### config.mk
export PLATFORM = sky130hd
export DESIGN_NAME = ternary_serial_subtractor_flat
export DESIGN_NICKNAME = d
export VERILOG_FILES = /design/src/rtl/ternary_serial_subtractor_pkg.sv /design/src/rtl/ternary_serial_subtractor_if.sv /design/src/rtl/ternary_adder.sv /design/src/rtl/ternary_serial_subtractor.sv /design/src/flat_wrapper.sv
export SDC_FILE = /design/constraint.sdc
export NUM_CORES = 1
export LEC_CHECK = 0
export ABC_AREA = 1
export CORE_UTILIZATION = 45
export CTS_CLUSTER_DIAMETER = 50
export DETAILED_ROUTE_END_ITERATION = 6
export GPL_ROUTABILITY_DRIVEN = 1
export PLACE_DENSITY = 0.66
export SETUP_SLACK_MARGIN = 0.2
export SLEW_MARGIN = 20
export SYNTH_ARGS = -nofsm -noshare
export SYNTH_HDL_FRONTEND = slang
export SYNTH_HIERARCHICAL = 1
export SYNTH_SLANG_ARGS = --single-unit
### constraint.sdc
create_clock -name clk -period 13.5 [get_ports clk]
set_clock_uncertainty 0.2 [all_clocks]
set_input_delay 4.05 -clock clk [delete_from_list [all_inputs] [get_ports clk]]
set_output_delay 4.05 -clock clk [all_outputs]
set_load 0.01 [all_outputs]
### src/rtl/ternary_serial_subtractor_pkg.sv
// ternary_serial_subtractor_pkg: balanced-ternary trit type, constants, helpers and subtractor FSM states.
package ternary_pkg;
  typedef logic signed [1:0] trit_t;
  localparam trit_t T_NEG = 2'sb11;
  localparam trit_t T_ZERO = 2'sb00;
  localparam trit_t T_POS = 2'sb01;
  typedef enum logic [1:0] {IDLE, BUSY, DONE} tsub_state_e;
  function automatic trit_t trit_neg(trit_t t);
    return t == T_POS ? T_NEG : t == T_NEG ? T_POS : T_ZERO;
  endfunction
  function automatic int trit_val(trit_t t);
    return t == T_POS ? 1 : t == T_NEG ? -1 : 0;
  endfunction
  function automatic trit_t trit_of(int v);
    return v > 0 ? T_POS : v < 0 ? T_NEG : T_ZERO;
  endfunction
endpackage

### src/rtl/ternary_serial_subtractor_if.sv
// ternary_serial_subtractor_if: operand/result handshake bundle for the serial subtractor.
interface ternary_serial_subtractor_if import ternary_pkg::*; #(parameter int WIDTH = 27);
  logic in_valid, in_ready, out_valid, out_ready, is_zero, is_neg;
  trit_t [WIDTH-1:0] a, b, diff;
  trit_t bin, bout;
  modport master (output in_valid, a, b, bin, out_ready,
                  input in_ready, out_valid, diff, bout, is_zero, is_neg);
  modport slave (input in_valid, a, b, bin, out_ready,
                 output in_ready, out_valid, diff, bout, is_zero, is_neg);
endinterface

### src/rtl/ternary_adder.sv
// ternary_adder: combinational ripple-carry balanced-ternary adder, sum = a + b + cin.
module ternary_adder import ternary_pkg::*; #(parameter int WIDTH = 3) (
  input  trit_t [WIDTH-1:0] a,
  input  trit_t [WIDTH-1:0] b,
  input  trit_t             cin,
  output trit_t [WIDTH-1:0] sum,
  output trit_t             cout
);
  int s, t;
  trit_t c;
  always_comb begin
    s = 0;
    t = 0;
    c = cin;
    sum = '0;
    for (int i = 0; i < WIDTH; i++) begin
      s = trit_val(a[i]) + trit_val(b[i]) + trit_val(c);
      t = s > 1 ? 1 : s < -1 ? -1 : 0;
      sum[i] = trit_of(s - 3 * t);
      c = trit_of(t);
    end
    cout = c;
  end
endmodule

### src/rtl/ternary_serial_subtractor.sv
// ternary_serial_subtractor: digit-serial balanced-ternary a - b - bin, CHUNK trits per clock.
// Define TERNARY_SUB_SAT_EN to clamp diff to the range extreme when the carry trit overflows.
module ternary_serial_subtractor import ternary_pkg::*; #(
  parameter int WIDTH = 27,
  parameter int CHUNK = 3
) (
  input logic clk,
  input logic rst_n,
  ternary_serial_subtractor_if.slave bus
);
  localparam int N = WIDTH / CHUNK;
  localparam int CW = N > 1 ? $clog2(N) : 1;
  if (WIDTH % CHUNK != 0) begin : g_chk
    $error("WIDTH must be a multiple of CHUNK");
  end
  tsub_state_e state;
  trit_t [WIDTH-1:0] ra, rb, res, dv, nb;
  trit_t [CHUNK-1:0] csum;
  trit_t carry, cout, bout_r, bo_eff;
  logic [CW-1:0] cnt;
  logic in_ready_r, out_valid_r, neg_ms;
  ternary_adder #(.WIDTH(CHUNK)) u_add (
    .a(ra[CHUNK-1:0]), .b(rb[CHUNK-1:0]), .cin(carry), .sum(csum), .cout(cout)
  );
  always_comb begin
    nb = '0;
    for (int i = 0; i < WIDTH; i++) nb[i] = trit_neg(bus.b[i]);
  end
  always_ff @(posedge clk or negedge rst_n) begin
    if (!rst_n) begin
      state <= IDLE;
      in_ready_r <= 1'b1;
      out_valid_r <= 1'b0;
      ra <= '0;
      rb <= '0;
      res <= '0;
      carry <= T_ZERO;
      bout_r <= T_ZERO;
      cnt <= '0;
    end else begin
      case (state)
        IDLE: if (bus.in_valid) begin
          ra <= bus.a;
          rb <= nb;
          carry <= trit_neg(bus.bin);
          cnt <= '0;
          in_ready_r <= 1'b0;
          state <= BUSY;
        end
        BUSY: begin
          // sum trits enter at the top so the LS chunk ends up at the bottom after N shifts
          res <= (2*WIDTH)'({csum, res} >> (2*CHUNK));
          ra <= ra >> (2*CHUNK);
          rb <= rb >> (2*CHUNK);
          carry <= cout;
          cnt <= cnt + 1'b1;
          if (cnt == CW'(N - 1)) begin
            bout_r <= cout;
            out_valid_r <= 1'b1;
            state <= DONE;
          end
        end
        DONE: if (bus.out_ready) begin
          out_valid_r <= 1'b0;
          in_ready_r <= 1'b1;
          state <= IDLE;
        end
        default: state <= IDLE;
      endcase
    end
  end
`ifdef TERNARY_SUB_SAT_EN
  assign dv = !out_valid_r ? res : bout_r == T_POS ? {WIDTH{T_POS}} : bout_r == T_NEG ? {WIDTH{T_NEG}} : res;
  assign bo_eff = T_ZERO;
`else
  assign dv = res;
  assign bo_eff = bout_r;
`endif
  always_comb begin
    neg_ms = 1'b0;
    for (int i = 0; i < WIDTH; i++) neg_ms = dv[i] != T_ZERO ? dv[i] == T_NEG : neg_ms;
  end
  assign bus.in_ready = in_ready_r;
  assign bus.out_valid = out_valid_r;
  assign bus.diff = dv;
  assign bus.bout = bout_r;
  assign bus.is_zero = out_valid_r && bo_eff == T_ZERO && dv == '0;
  assign bus.is_neg = out_valid_r && (bo_eff == T_NEG || (bo_eff == T_ZERO && neg_ms));
endmodule

### src/flat_wrapper.sv
// flat-port wrapper written by rule: the top's interface ports become plain ports
module ternary_serial_subtractor_flat import ternary_pkg::*;
#(
  parameter int WIDTH = 27,
  parameter int CHUNK = 3
)
  (clk, rst_n, bus_in_valid, bus_a, bus_b, bus_bin, bus_out_ready, bus_in_ready, bus_out_valid, bus_diff, bus_bout, bus_is_zero, bus_is_neg);
  ternary_serial_subtractor_if #(.WIDTH(WIDTH)) bus_i ();
  input logic clk;
  input logic rst_n;
  input wire logic [$bits(bus_i.in_valid)-1:0] bus_in_valid;
  input wire logic [$bits(bus_i.a)-1:0] bus_a;
  input wire logic [$bits(bus_i.b)-1:0] bus_b;
  input wire logic [$bits(bus_i.bin)-1:0] bus_bin;
  input wire logic [$bits(bus_i.out_ready)-1:0] bus_out_ready;
  output wire logic [$bits(bus_i.in_ready)-1:0] bus_in_ready;
  output wire logic [$bits(bus_i.out_valid)-1:0] bus_out_valid;
  output wire logic [$bits(bus_i.diff)-1:0] bus_diff;
  output wire logic [$bits(bus_i.bout)-1:0] bus_bout;
  output wire logic [$bits(bus_i.is_zero)-1:0] bus_is_zero;
  output wire logic [$bits(bus_i.is_neg)-1:0] bus_is_neg;
  assign bus_i.in_valid = bus_in_valid;
  assign bus_i.a = bus_a;
  assign bus_i.b = bus_b;
  assign bus_i.bin = bus_bin;
  assign bus_i.out_ready = bus_out_ready;
  assign bus_in_ready = bus_i.in_ready;
  assign bus_out_valid = bus_i.out_valid;
  assign bus_diff = bus_i.diff;
  assign bus_bout = bus_i.bout;
  assign bus_is_zero = bus_i.is_zero;
  assign bus_is_neg = bus_i.is_neg;
  ternary_serial_subtractor #(.WIDTH(WIDTH), .CHUNK(CHUNK)) u_core (.clk(clk), .rst_n(rst_n), .bus(bus_i));
endmodule
---- Yosys cells after proc, flatten, opt, wreduce, memory -nomap -nowiden ----
Index checks and enable logic that the tools add are counted.
storage, ports and cells
  register bits after elaboration ......... 174
  input port bits ......................... 114
  output and inout bits ................... 60
  word-level logic and storage cells ...... 406
cells by class
  $add $sub $neg .......................... 10
  $mul .................................... 3
  magnitude comparators ................... 18
  equal/unequal tests ..................... 108
  muxes and demuxes ....................... 137
  reduce and logical (&&, ||, !) cells .... 43
operators with widths
  cell                   number
  $mux 32                24
  $lt 32x1->1 const B    9
  $pmux 54 s2            2
  $add 32x32->32         6
  $gt 32x1->1 const B    6
  $eq 2x1->1 const B     66
  $mux 54                2
  $gt 32x2->1 const B    3
  $mul 3x32->32 const A  3
  $sub 32x32->32         3
  $mux 2                 44
  $eq 2x2->1 const B     38
  $reduce_bool 2->1      30
  $mux 1                 59
  $logic_not 54->1       1
  $reduce_and 3->1       3
  $pmux 4 s2             1
  $pmux 2 s3             1
  $add 4x1->4 const B    1
  $eq 4x4->1 const B     1
  $logic_and 1x1->1      4
  $logic_not 2->1        2
  $mux 4                 1
  $ne 2x2->1 const B     2
  5 further kinds        7

---- Depth between registers and ports, before layout ----
Gate-level depths: netlist of the first run.
  word-level depth ........................ 33
  mapped depth ............................ 60
  gate-level depth less buffers ........... 60

---- Hierarchy ----
The synthesis of the first run kept the hierarchy.
by module, submodules not included
  module                     times used  cells each  area an instance (µm²)  sequential area each (µm²)
  ternary_serial_subtractor  1           844         7399.6                  4355.4
  ternary_adder              1           1476        7355.8                  0.0

---- Worst setup path after synthesis of the first run ----
OpenSTA, ideal clock, no wires.
  path kind ............................... reg2reg
  start ................................... register u_core.carry[0]
  end ..................................... register u_core.res, in the netlist u_core/bus.diff[52]
  setup time .............................. 0.117 ns
  data arrival time ....................... 10.828 ns
  required time ........................... 13.183 ns
  path slack .............................. 2.355 ns
  cell stages (with the launch flop) ...... 56
  buffers on the path ..................... 1
  period minus slack after synthesis ...... 11.145 ns
  path through ............................ dfrtp_1 nand2_1 inv_1 fa_1 ha_1 fa_1 clkbuf_2 nor2_1 o21ai_0 a22oi_1 o21ai_1 nand2_1 fa_1 inv_1 ha_1 fa_1 inv_1 fa_1 (+20 left out) ha_1 fa_1 nand2_1 nor2_1 nor2_1 inv_1 nand2_1 nand3_1 nand2_1 nand2_1 nand2_1 nand2_1 nor2_1 nand2_1 nor2_1 nand3_1 nand2_1 nand2_1
RTL lines
  item                      RTL line                         source
  start: declaration        ternary_serial_subtractor.sv:19  trit_t carry, cout, bout_r, bo_eff;
  start signal: assignment  ternary_serial_subtractor.sv:45  carry <= trit_neg(bus.bin);
  start signal: assignment  ternary_serial_subtractor.sv:55  carry <= cout;
  end signal: assignment    ternary_serial_subtractor.sv:52  res <= (2*WIDTH)'({csum, res} >> (2*CHUNK));
  end: declaration          ternary_serial_subtractor.sv:17  trit_t [WIDTH-1:0] ra, rb, res, dv, nb;

==> results.txt, run 1 <==
The flow ran to the end, and the final reports show no timing, DRC or antenna violations. The final period utilization is between 90% and 100%. The wire length of the first global-routing pass is slightly above 70 mm.

After technology mapping, the gate count stands at about 2,300. Among all flip-flop cells after synthesis, the most frequent one is dfrtp_1. Using the TritonRoute via totals, the vias-per-cell ratio works out to ~5.2. The H-tree depth came out at 4. Entering global routing, the biggest net connects 99 pins. met2 is the most crowded layer. The met1 track demand over resource in global routing came out at a little under two fifths. Clock-pin slew was measured on the worst setup and hold paths at roughly 0.06 ns. After synthesis the netlist holds a flip-flop and latch count of between 150 and 200. Global routing used about a quarter of the available tracks across all layers. Setup repair after global routing left no endpoint under its margin. The delay of the slowest cell on the worst path is roughly 0.66 ns. The fraction of layout cells with a size suffix above 1 is 3.16%. In the synthesized netlist, the cells that appear most often are 907 x nand2_1, 338 x inv_1, 191 x nor2_1, 173 x dfrtp_1, 161 x nand3_1. The largest driver fanout on the critical path came out at 10. After global routing the overflow that remains totals 0.

The share of flip-flops with an asynchronous set or reset is 100%. The worst setup path is captured at a register. The met2 usage is ~40%. The number of vias in the routed layout is ~15,000. The post-synthesis to final-layout area growth is 17.8%. The most critical setup path has its startpoint at u_core/carry[0]$_DFFE_PN0P_.

The initial antenna violation count came out at 4. The weighted congestion reported at the end of routability-driven placement is 1.01. The sum of negative setup slack came out at 0 ns. CTS placed an instance of clkbuf_16 at the clock tree root. The met3 demand-to-capacity share in global routing is roughly 5.6%. The effective utilization at floorplan is between 40% and 50%.

The number of flops mapped to enable cells by yosys is 0. The Yosys step of the flow raised 6 warnings. For the pin with the worst max-slew slack, the measured transition is 0.988 ns. The count of input and output buffers is between 150 and 200. The most numerous cell in the Yosys netlist is nand2_1. In this run the worst setup path terminates at u_core/bus.diff[52]$_DFFE_PN0P_.

The insertion delay to the later sink of the worst-skew pair is between 0.4 and 0.5 ns. The worst-case headroom to the max-slew limit is between 30% and 40%. In this design, the critical path's most frequently occurring cell is fa_1. TritonCTS built the clock tree.

The detailed-router iteration count before antenna repair is 6. The total length of routed wires came out at approximately 44 mm. The die width came out at around 180 µm. When the netlist entered floorplanning its net count stood at between 2,000 and 3,000. Measured in cells, the most critical reg-to-reg path has a length of 50. STA classifies the critical path startpoint as a register. The reg-to-reg critical path startpoint is u_core/carry[0]$_DFFE_PN0P_. The area of the core is about 32,000 µm².

The via count of the first global-routing pass was ~14,000. The worst path needs roughly 12 ns of the cycle, external delays included. Detailed placement ended at an HPWL of ~34 mm. The area of the multi-input gates is between 8000 and 9000 µm². The worst setup slack for register-to-register paths is around 1.3 ns. The mean instance size in the synthesized netlist came out at between 6 and 7 µm². The detailed router finished its first iteration with approximately 1,400 violations. Counting every sink on the clock net gives 174. The final setup violation count came out at 0. The post-detailed-route wirelength per cell is 15.2 µm. After detailed routing, the number of remaining DRC violations is 0. The standard-cell row count is 65. The startpoint identified for the worst hold timing path is u_core/state[0]$_DFFE_PN0P_. The buffer levels on the longest clock path came out at 2. The floorplan die area came out at about 34,000 µm². Data on the critical path is required at its endpoint by 13.62 ns.

The total of max-cap violations is 0. The top-area cell type share of the netlist area came out at between 20 and 30%. The critical path is of the register to register type. The number of cells on the worst hold path came out at 1.

The largest total area in the synthesized netlist belongs to dfrtp_1. The number of top-level design ports came out at between 150 and 200. The die outline height came out at 183 µm. The arrival time at the worst endpoint came out at 12.28 ns. Sorting the synthesized cells by area gives the leading types as dfrtp_1 29%, nand2_1 23%, inv_1 8.6%, ha_1 7.0%, nand3_1 5.5%. The count of hold-fix buffers inserted at cts came out at 0. The number of hold violations in the final report is 0. The cell with the largest stage delay on the worst path is fa_1.

The post-synthesis instance area came out at around 15,000 µm². The net count reported at finish came out at 2,679. The number of filler instances in the final layout is 3,202. The type of the tightest min-delay check is register to register.

The max-slew violation count was 0. Synthesis instantiated between 40 and 50 different standard cells from the library. The CTS buffer count came out at 17. In the final layout, flip-flops and latches occupy around 4400 µm². For this run, the top clock speed supported by timing is between 80 and 90 MHz.

Sequential elements use about 30% of the synthesized area. The endpoint identified for the worst register-to-register timing path is u_core/bus.diff[52]$_DFFE_PN0P_. The final antenna-violating net count is 0.
per-layer routing:
layer  part of all wire [%]  up-vias  wire, µm
li1                       -     7576         -
met1                     46     6883     20500
met2                     45      523     19700
met3                    7.4       56      3290
met4                    1.5        4       664
met5                  0.059        -        26
registers in the layout (all words and copies together), names as in the netlist:
signal / cells
u_core/state: 2
u_core/bus.out_valid: 1
u_core/rb: 54
u_core/cnt: 4
u_core/bus.in_ready: 1
u_core/bus.bout: 2
u_core/ra: 54
u_core/carry: 2
u_core/bus.diff: 54
layout make-up:
| class | count | share of cell area [%] |
|---|---|---|
| clock buffer | 22 | 2.61 |
| clock inverter | 8 | 0.626 |
| sequential | 174 | 25.1 |
| multi-input combinational | 1739 | 50.9 |
| inverter | 345 | 7.47 |
| tap | 435 | 3.13 |
| antenna | 1 | 0.0144 |
| timing repair buffer | 179 | 10.2 |
worst min path at each step:
stage / end / slack [ns]
after CTS: u_core/state[1]$_DFFE_PN0P_ / 0.25
after detailed placement: u_core/state[1]$_DFFE_PN0P_ / 0.24
final: u_core/state[1]$_DFFE_PN0P_ / 0.25
after global placement: u_core/state[1]$_DFFE_PN0P_ / 0.24
after floorplan: u_core/state[1]$_DFFE_PN0P_ / 0.23
after global routing: u_core/state[1]$_DFFE_PN0P_ / 0.28
metrics by stage:
stage                     setup WS, ns  instance area (µm²)  utilization (%)  hold slack, ns  std cells
after global placement            1.49                16800             52.7           0.242       2872
after floorplan                   2.36                14800                -           0.230       2320
after CTS                         1.04                17400             54.5           0.255       2902
after global routing             0.306                17400             54.5           0.277       2903
final                             1.34                17400             54.5           0.252       2903
after detailed placement          1.05                16800             52.7           0.245       2872
cell usage in the layout, fill, tap and decap left out, types with 4 or more instances in the layout:
master,n
a22oi_1,38
nand3_1,161
o21bai_1,8
clkdlybuf4s50_1,172
buf_4,6
nor2_1,188
fa_1,26
nand3b_1,7
nor2_4,7
nor2_2,10
a21oi_1,71
inv_1,337
nand2_1,907
inv_2,6
nand4_1,32
xor2_1,11
nor4_1,12
clkbuf_1,4
nor3_1,10
o22ai_1,7
o21ai_1,7
o221ai_1,4
xnor2_1,12
o211ai_1,24
clkbuf_16,17
o21ai_0,88
a21oi_2,4
dfrtp_1,173
ha_1,82
nand2_2,6
cells by family after synthesis:
group                    count (synthesis)  synth area share, %
multiplexers                             1               0.0678
adder cells (fa/ha/maj)                109                 10.6
AND/OR/NAND/NOR                       1352                 37.7
XOR/XNOR                                23                 1.37
buffers and inverters                  407                 10.7
AO/OA/AOI/OAI                          254                 10.1
flip-flops                             174                 29.5
timing repair:
item / 4_1_cts / 5_1_grt
setup endpoints to repair: 0 / 2
buffers inserted: 0 / 0
endpoints found under the hold margin: 0 / 0
resized for setup: 0 / 3
critical path: cells and delay by family (launching register included):
kind	cells	cell delay, ns
AO/OA/AOI/OAI	4	0.99
XOR/XNOR	1	0.15
adder cells (fa/ha/maj)	16	6.56
buffers and inverters	10	1.27
flip-flops	1	0.39
AND/OR/NAND/NOR	19	2.48
Power of run 1 is left out: the tool's default activity adds up to more than one toggle a clock period on the data nets, which glitch-free logic cannot reach.
==> run 2, diff against run 1 <==
--- a/config.mk
+++ b/config.mk
@@ -6,6 +6,7 @@
 export NUM_CORES = 1
 export LEC_CHECK = 0
 export ABC_AREA = 1
+export CORE_MARGIN = 10
 export CORE_UTILIZATION = 45
 export CTS_CLUSTER_DIAMETER = 50
 export DETAILED_ROUTE_END_ITERATION = 6
==> run 2 against run 1 <==
Against the previous run:
- first-iteration DRC count is 18% lower
- flip-flop and latch count stayed put
- count of clock-buffer cells in the layout down 4
- worst hold slack better by 0.013 ns
- worst setup slack gained 0.028 ns
- core utilization down 0.82 points
- final cell count up 0.55%
- fmax up 0.23%
- critical endpoint unchanged
- highest routed layer unchanged
==> results.txt, run 2 (synthesis gave the netlist of run 1 again) <==
The area of the core is 32,500 µm² (+1.8%). The fraction of layout cells with a size suffix above 1 came out at 3.40% (+0.24 points). The library cell used most frequently in the layout, excluding fill and tap cells, is nand2_1. The CTS buffer count came to 17 (unchanged). The tightest min-delay check is of the register to register type. The half-perimeter wire length after placement was 37.8 mm (+10%). The arrival time at the worst endpoint is 12.25 ns (-0.03 ns). The master cell of the clock root buffer is clkbuf_16.

Setup repair after global routing left no endpoint under its margin. The number of top-level design ports came out at 174 (unchanged). The H-tree depth came out at 4 (unchanged). In this run the worst setup path begins at u_core/carry[0]$_DFFE_PN0P_.

The total length of routed wires came out at 47.6 mm (+7.7%). The number of hold violations in the final report came out at 0 (unchanged). The wire length of the first global-routing pass is 76.6 mm (+7.4%). The termination of the worst setup path is u_core/bus.diff[52]$_DFFE_PN0P_. The global routing's busiest layer is met2. The flow ran to the end, and the final reports show no timing, DRC or antenna violations.

The effective utilization at floorplan was 45.5% (-0.82 points). The standard-cell row count came out at 66 (+1.5%). The reg-to-reg endpoint is u_core/bus.diff[52]$_DFFE_PN0P_. The number of DRC markers in iteration 0 is 1,138 (-18%). The number of vias in the routed layout came out at 15,200 (+0.90%). The total of max-cap violations came out at 0 (unchanged). The die outline height is 201 µm (+9.8%). The final setup violation count is 0 (unchanged). The net count reported at finish is 2,681 (+0.075%). The delay of the slowest cell on the worst path came out at 0.65 ns (about the same). The worst setup slack for register-to-register paths is 1.37 ns (+0.03 ns). The floorplan die area came to 40,400 µm² (+21%). The setup path with the least slack is of type register to register. The count of cells along the worst register-to-register path is 50 (unchanged). The sum of negative setup slack came out at 0 ns (unchanged). The critical path depth came out at 50 (unchanged).

The met3 demand-to-capacity share in global routing came out at 6.34% (+0.74 points). The post-detailed-route DRC marker count came out at 0 (unchanged). The clock transition at the registers of the reported paths came out at 0.07 ns (about the same). The maximum number of pins on one net before global-route repair is 84 (-15%). The met2 usage came out at 35.9% (-5.2 points). On the critical path the largest part of the delay comes from adder cells. The via count of the first global-routing pass is 14,400 (+4.6%). The final design utilization came out at 53.7% (-0.82 points). The worst setup path is launched from a register. The largest individual stage delay along the critical path comes from the cell fa_1.

In the layout the commonest cells are 907 x nand2_1, 337 x inv_1, 188 x nor2_1. The post-synthesis to final-layout area growth is 18.1%. The buffer levels on the longest clock path was 2 (unchanged). In this run the critical register-to-register path is launched from u_core/carry[0]$_DFFE_PN0P_.

The post-detailed-route via-to-cell ratio came to 5.20 (+0.35%). The final period utilization is 89.8% (-0.21 points). The die width is 201 µm (+9.8%). The clock sink count came to 174 (unchanged).

The worst-case headroom to the max-slew limit came to 42.6% (+8.5 points). The detailed-router iteration count before antenna repair came out at 5 (-1). The actual slew at the worst max-slew pin came to 0.861 ns (-0.127 ns). The overall track demand over capacity in global routing is 23.0% (-3.6 points). The number of buffers added for setup after CTS came out at 0 (unchanged). The critical path required time came out at 13.62 ns (about the same). The shortest clock period the worst path allows after layout is 12.13 ns (-0.0279 ns). The CTS tree is built. The max-slew violation count is 0 (unchanged). The maximum achievable frequency came out at 82.5 MHz (+0.23%).

The insertion delay to the later sink of the worst-skew pair came out at 0.44 ns (+0.02 ns). The weighted congestion reported at the end of routability-driven placement came to 0.973 (-3.3%). The count of input and output buffers is 173 (unchanged). The post-detailed-route wirelength per cell is 16.3 µm (+7.1%).

The count of buffer and inverter cells on the critical path is 10 (unchanged). The initial antenna violation count came out at 10 (+6). STA classifies the critical path endpoint as a register. The aggregate global routing overflow came out at 0 (unchanged). The final antenna-violating net count came out at 0 (unchanged).

The largest driver fanout on the critical path came out at 8 (-2). The cell occurring most often along the worst timing path is fa_1. The met1 track demand over resource in global routing came out at 31.2% (-6.8 points).
run 2: worst min-delay path by stage:
stage                                              to  depth (start not counted)  slack, ns                        start
after floorplan           u_core/state[1]$_DFFE_PN0P_                          1       0.23  u_core/state[0]$_DFFE_PN0P_
after global placement    u_core/state[1]$_DFFE_PN0P_                          1       0.25  u_core/state[0]$_DFFE_PN0P_
after detailed placement  u_core/state[1]$_DFFE_PN0P_                          1       0.26  u_core/state[0]$_DFFE_PN0P_
after CTS                 u_core/state[1]$_DFFE_PN0P_                          1       0.27  u_core/state[0]$_DFFE_PN0P_
after global routing      u_core/state[1]$_DFFE_PN0P_                          1       0.30  u_core/state[0]$_DFFE_PN0P_
final                     u_core/state[1]$_DFFE_PN0P_                          1       0.27  u_core/state[0]$_DFFE_PN0P_
run 2: per-layer routing:
metal	routed length (µm)	up-vias
li1	-	7600
met1	22000	7088
met2	21400	441
met3	3680	41
met4	551	8
met5	46	-
run 2: area by class of cell:
class | instances | area, µm²
Antenna cell | 6 | 15.0
Clock buffer | 18 | 429
Clock inverter | 14 | 148
Fill cell | 3284 | 15000
Inverter | 345 | 1300
Multi-Input combinational cell | 1739 | 8840
Sequential cell | 174 | 4360
Tap cell | 442 | 553
Timing Repair Buffer | 181 | 1790
run 2: worst reg2reg max path, delay by kind of cell (launching register included):
| family | cells | cell delay (ns) |
|---|---|---|
| adders and majority gates | 16 | 6.71 |
| AOI/OAI and AO/OA | 4 | 0.83 |
| DFF | 1 | 0.39 |
| buffers and inverters | 10 | 1.40 |
| xor gates and xnor gates | 1 | 0.15 |
| and+or+nand+nor | 19 | 2.35 |
run 2: what timing repair did:
| action | in CTS | in global routing |
|---|---|---|
| gates resized for setup | 0 | 2 |
| setup endpoints to repair | 0 | 1 |
| hold buffers | 0 | 0 |
| hold endpoints to repair | 0 | 0 |
run 2: through the flow:
stage,hold slack (ns),std cells,area [µm²],worst slack (ns)
final,0.265,2919,17400,1.37
after global routing,0.298,2915,17400,0.299
after CTS,0.268,2913,17400,1.09
after detailed placement,0.255,2881,16800,1.13
after global placement,0.254,2881,16800,1.50
after floorplan,0.230,2320,14800,2.36
Power of run 2 is left out for the same reason.
==> run 3, diff against run 2 <==
--- a/config.mk
+++ b/config.mk
@@ -11,6 +11,7 @@
 export CTS_CLUSTER_DIAMETER = 50
 export DETAILED_ROUTE_END_ITERATION = 6
 export GPL_ROUTABILITY_DRIVEN = 1
+export MAX_ROUTING_LAYER = met4
 export PLACE_DENSITY = 0.66
 export SETUP_SLACK_MARGIN = 0.2
 export SLEW_MARGIN = 20
==> constraint.sdc (replaced) <==
create_clock -name clk -period 14.01 [get_ports clk]
set_clock_uncertainty 0.2 [all_clocks]
set_input_delay 4.203 -clock clk [delete_from_list [all_inputs] [get_ports clk]]
set_output_delay 4.203 -clock clk [all_outputs]
set_load 0.01 [all_outputs]
==> run 3 against run 2 <==
Against the previous run:
- die area stayed put
- wire length fell by 2.0%
- register-to-register slack better by 0.16 ns
- global-route usage about the same
- flip-flop and latch count stayed put
- final cell count grew 0.14%
- critical path type unchanged
- final area is 0.23% lower
==> results.txt, run 3 (synthesis gave the netlist of run 1 again) <==
The run finished with clean final reports. The maximum number of pins on one net before global-route repair came out at 98 (+17%). The number of buffers added for setup after CTS is 0 (unchanged). The actual slew at the worst max-slew pin is 0.965 ns (+0.104 ns). The detailed-router iteration count before antenna repair is 7 (+2). The number of vias in the routed layout is 15,200 (+0.44%). The number of top-level design ports came out at 174 (unchanged).

The clock sink count is 174 (unchanged). The number of DRC markers in iteration 0 came out at 1,246 (+9.5%). The buffer levels on the longest clock path is 2 (unchanged). The floorplan die area came out at 40,400 µm² (unchanged).

The standard-cell row count is 66 (unchanged). The final period utilization came to 89.1% (-0.78 points). The overall track demand over capacity in global routing is 23.0% (about the same). The H-tree depth is 4 (unchanged).

The post-synthesis to final-layout area growth came out at 17.8%. The final setup violation count is 0 (unchanged). The arrival time at the worst endpoint is 12.59 ns (+0.34 ns).

The number of hold violations in the final report is 0 (unchanged). The post-detailed-route DRC marker count came out at 0 (unchanged). For this design, the slowest cell found on the critical path is fa_1. The die outline height was 201 µm (unchanged). The weighted congestion reported at the end of routability-driven placement is 1.01 (+3.3%). The aggregate global routing overflow is 0 (unchanged).

The via count of the first global-routing pass is 14,500 (+0.65%). The half-perimeter wire length after placement came out at 37.0 mm (-2.1%). The sum of negative setup slack is 0 ns (unchanged).

The count of input and output buffers is 173 (unchanged). The net count reported at finish came out at 2,679 (-0.075%). The tree is rooted in a clkbuf_16. The clock transition at the registers of the reported paths is 0.07 ns (about the same). The max-slew violation count is 0 (unchanged). The post-detailed-route wirelength per cell is 16.0 µm (-2.1%). The count of placed standard cells in the final layout, fillers left out came to 2,923 (+0.14%).

The wire length of the first global-routing pass was 75.1 mm (-1.9%). In the layout the commonest cells are 907 x nand2_1, 337 x inv_1, 189 x nor2_1. The final antenna-violating net count is 0 (unchanged). The worst-case headroom to the max-slew limit came to 35.7% (-6.9 points). The total length of routed wires came out at 46.7 mm (-2.0%).

The number of resized instances in the post-cts repair step is 0 (unchanged). The count of placed standard cells including taps was 2,879 (-0.069%). The CTS buffer count came to 17 (unchanged). The critical path required time is 14.12 ns (+0.50 ns). The initial antenna violation count came to 13 (+3). The shortest clock period the worst path allows after layout came out at 12.48 ns (+0.349 ns). The insertion delay to the later sink of the worst-skew pair was 0.44 ns (about the same).

The commonest non-fill, non-tap cell in the layout is nand2_1. The worst setup timing slack at the placement stage came out at 1.63 ns (+0.505 ns). The count of hold-fix buffers inserted at cts was 0 (unchanged). Setup repair after global routing left no endpoint under its margin. The largest driver fanout on the critical path came out at 14 (+6).

The maximum achievable frequency came out at 80.1 MHz (-2.8%). STA classifies the critical path endpoint as a register. The post-detailed-route via-to-cell ratio is 5.22 (+0.30%). The total of max-cap violations is 0 (unchanged). The type of the tightest min-delay check is register to register.

The die width came out at 201 µm (unchanged). The area of the core came out at 32,500 µm² (unchanged). The effective utilization at floorplan came out at 45.5% (unchanged). The setup slack after layout came to 1.53 ns (+0.161 ns).

The delay of the slowest cell on the worst path is 0.66 ns (about the same). The fraction of layout cells with a size suffix above 1 came out at 3.24% (-0.16 points). STA classifies the critical path startpoint as a register. The CTS tree is built. The critical path in this run is classified as register to register.
==> run 3: per-layer routing <==
metal / track usage [%] / up-vias / wire length, µm
li1: - / 7613 / -
met1: 30.3 / 7152 / 21200
met2: 35.2 / 451 / 21500
met3: 5.65 / 29 / 3420
met4: 4.46 / 0 / 584
met5: - / - / 0
==> run 3: final cells by class <==
cell class                      instances  area, µm²
Antenna cell                           13       32.5
Clock buffer                           18        429
Tap cell                              442        553
Timing Repair Buffer                  179       1780
Sequential cell                       174       4360
Fill cell                            3258      15100
Inverter                              345       1300
Multi-Input combinational cell       1739       8830
Clock inverter                         13        108
==> run 3: critical path: cells and delay by family, from the launching register on <==
family          cells  cell delay, ns
xor+xnor            1            0.16
fa+ha+maj          16            6.67
simple gates       21            2.57
flops               1            0.40
compound gates      4            1.05
buf+inv            10            1.31
==> run 3: final timing paths <==
path	start	end	cells past startpoint	slack (ns)
min in group asynchronous	rst_n	u_core/bus.diff[3]$_DFFE_PN0P_	1	3.51
max in group asynchronous	rst_n	u_core/ra[48]$_DFFE_PN0P_	3	8.14
max reg2reg	u_core/carry[0]$_DFFE_PN0P_	u_core/bus.diff[52]$_DFFE_PN0P_	52	1.53
max	u_core/carry[0]$_DFFE_PN0P_	u_core/bus.diff[52]$_DFFE_PN0P_	52	1.53
min	u_core/state[0]$_DFFE_PN0P_	u_core/state[1]$_DFFE_PN0P_	1	0.27
min reg2reg	u_core/state[0]$_DFFE_PN0P_	u_core/state[1]$_DFFE_PN0P_	1	0.27
==> run 3: stage by stage <==
step	utilization [%]	instance area, µm²	hold slack, ns
6_report	53.6	17400	0.268
5_1_grt	53.6	17400	0.272
4_1_cts	53.5	17400	0.262
3_5_place_dp	51.8	16800	0.253
3_3_place_gp	51.8	16800	0.243
2_1_floorplan	-	14800	0.230
Power of run 3 is left out for the same reason.
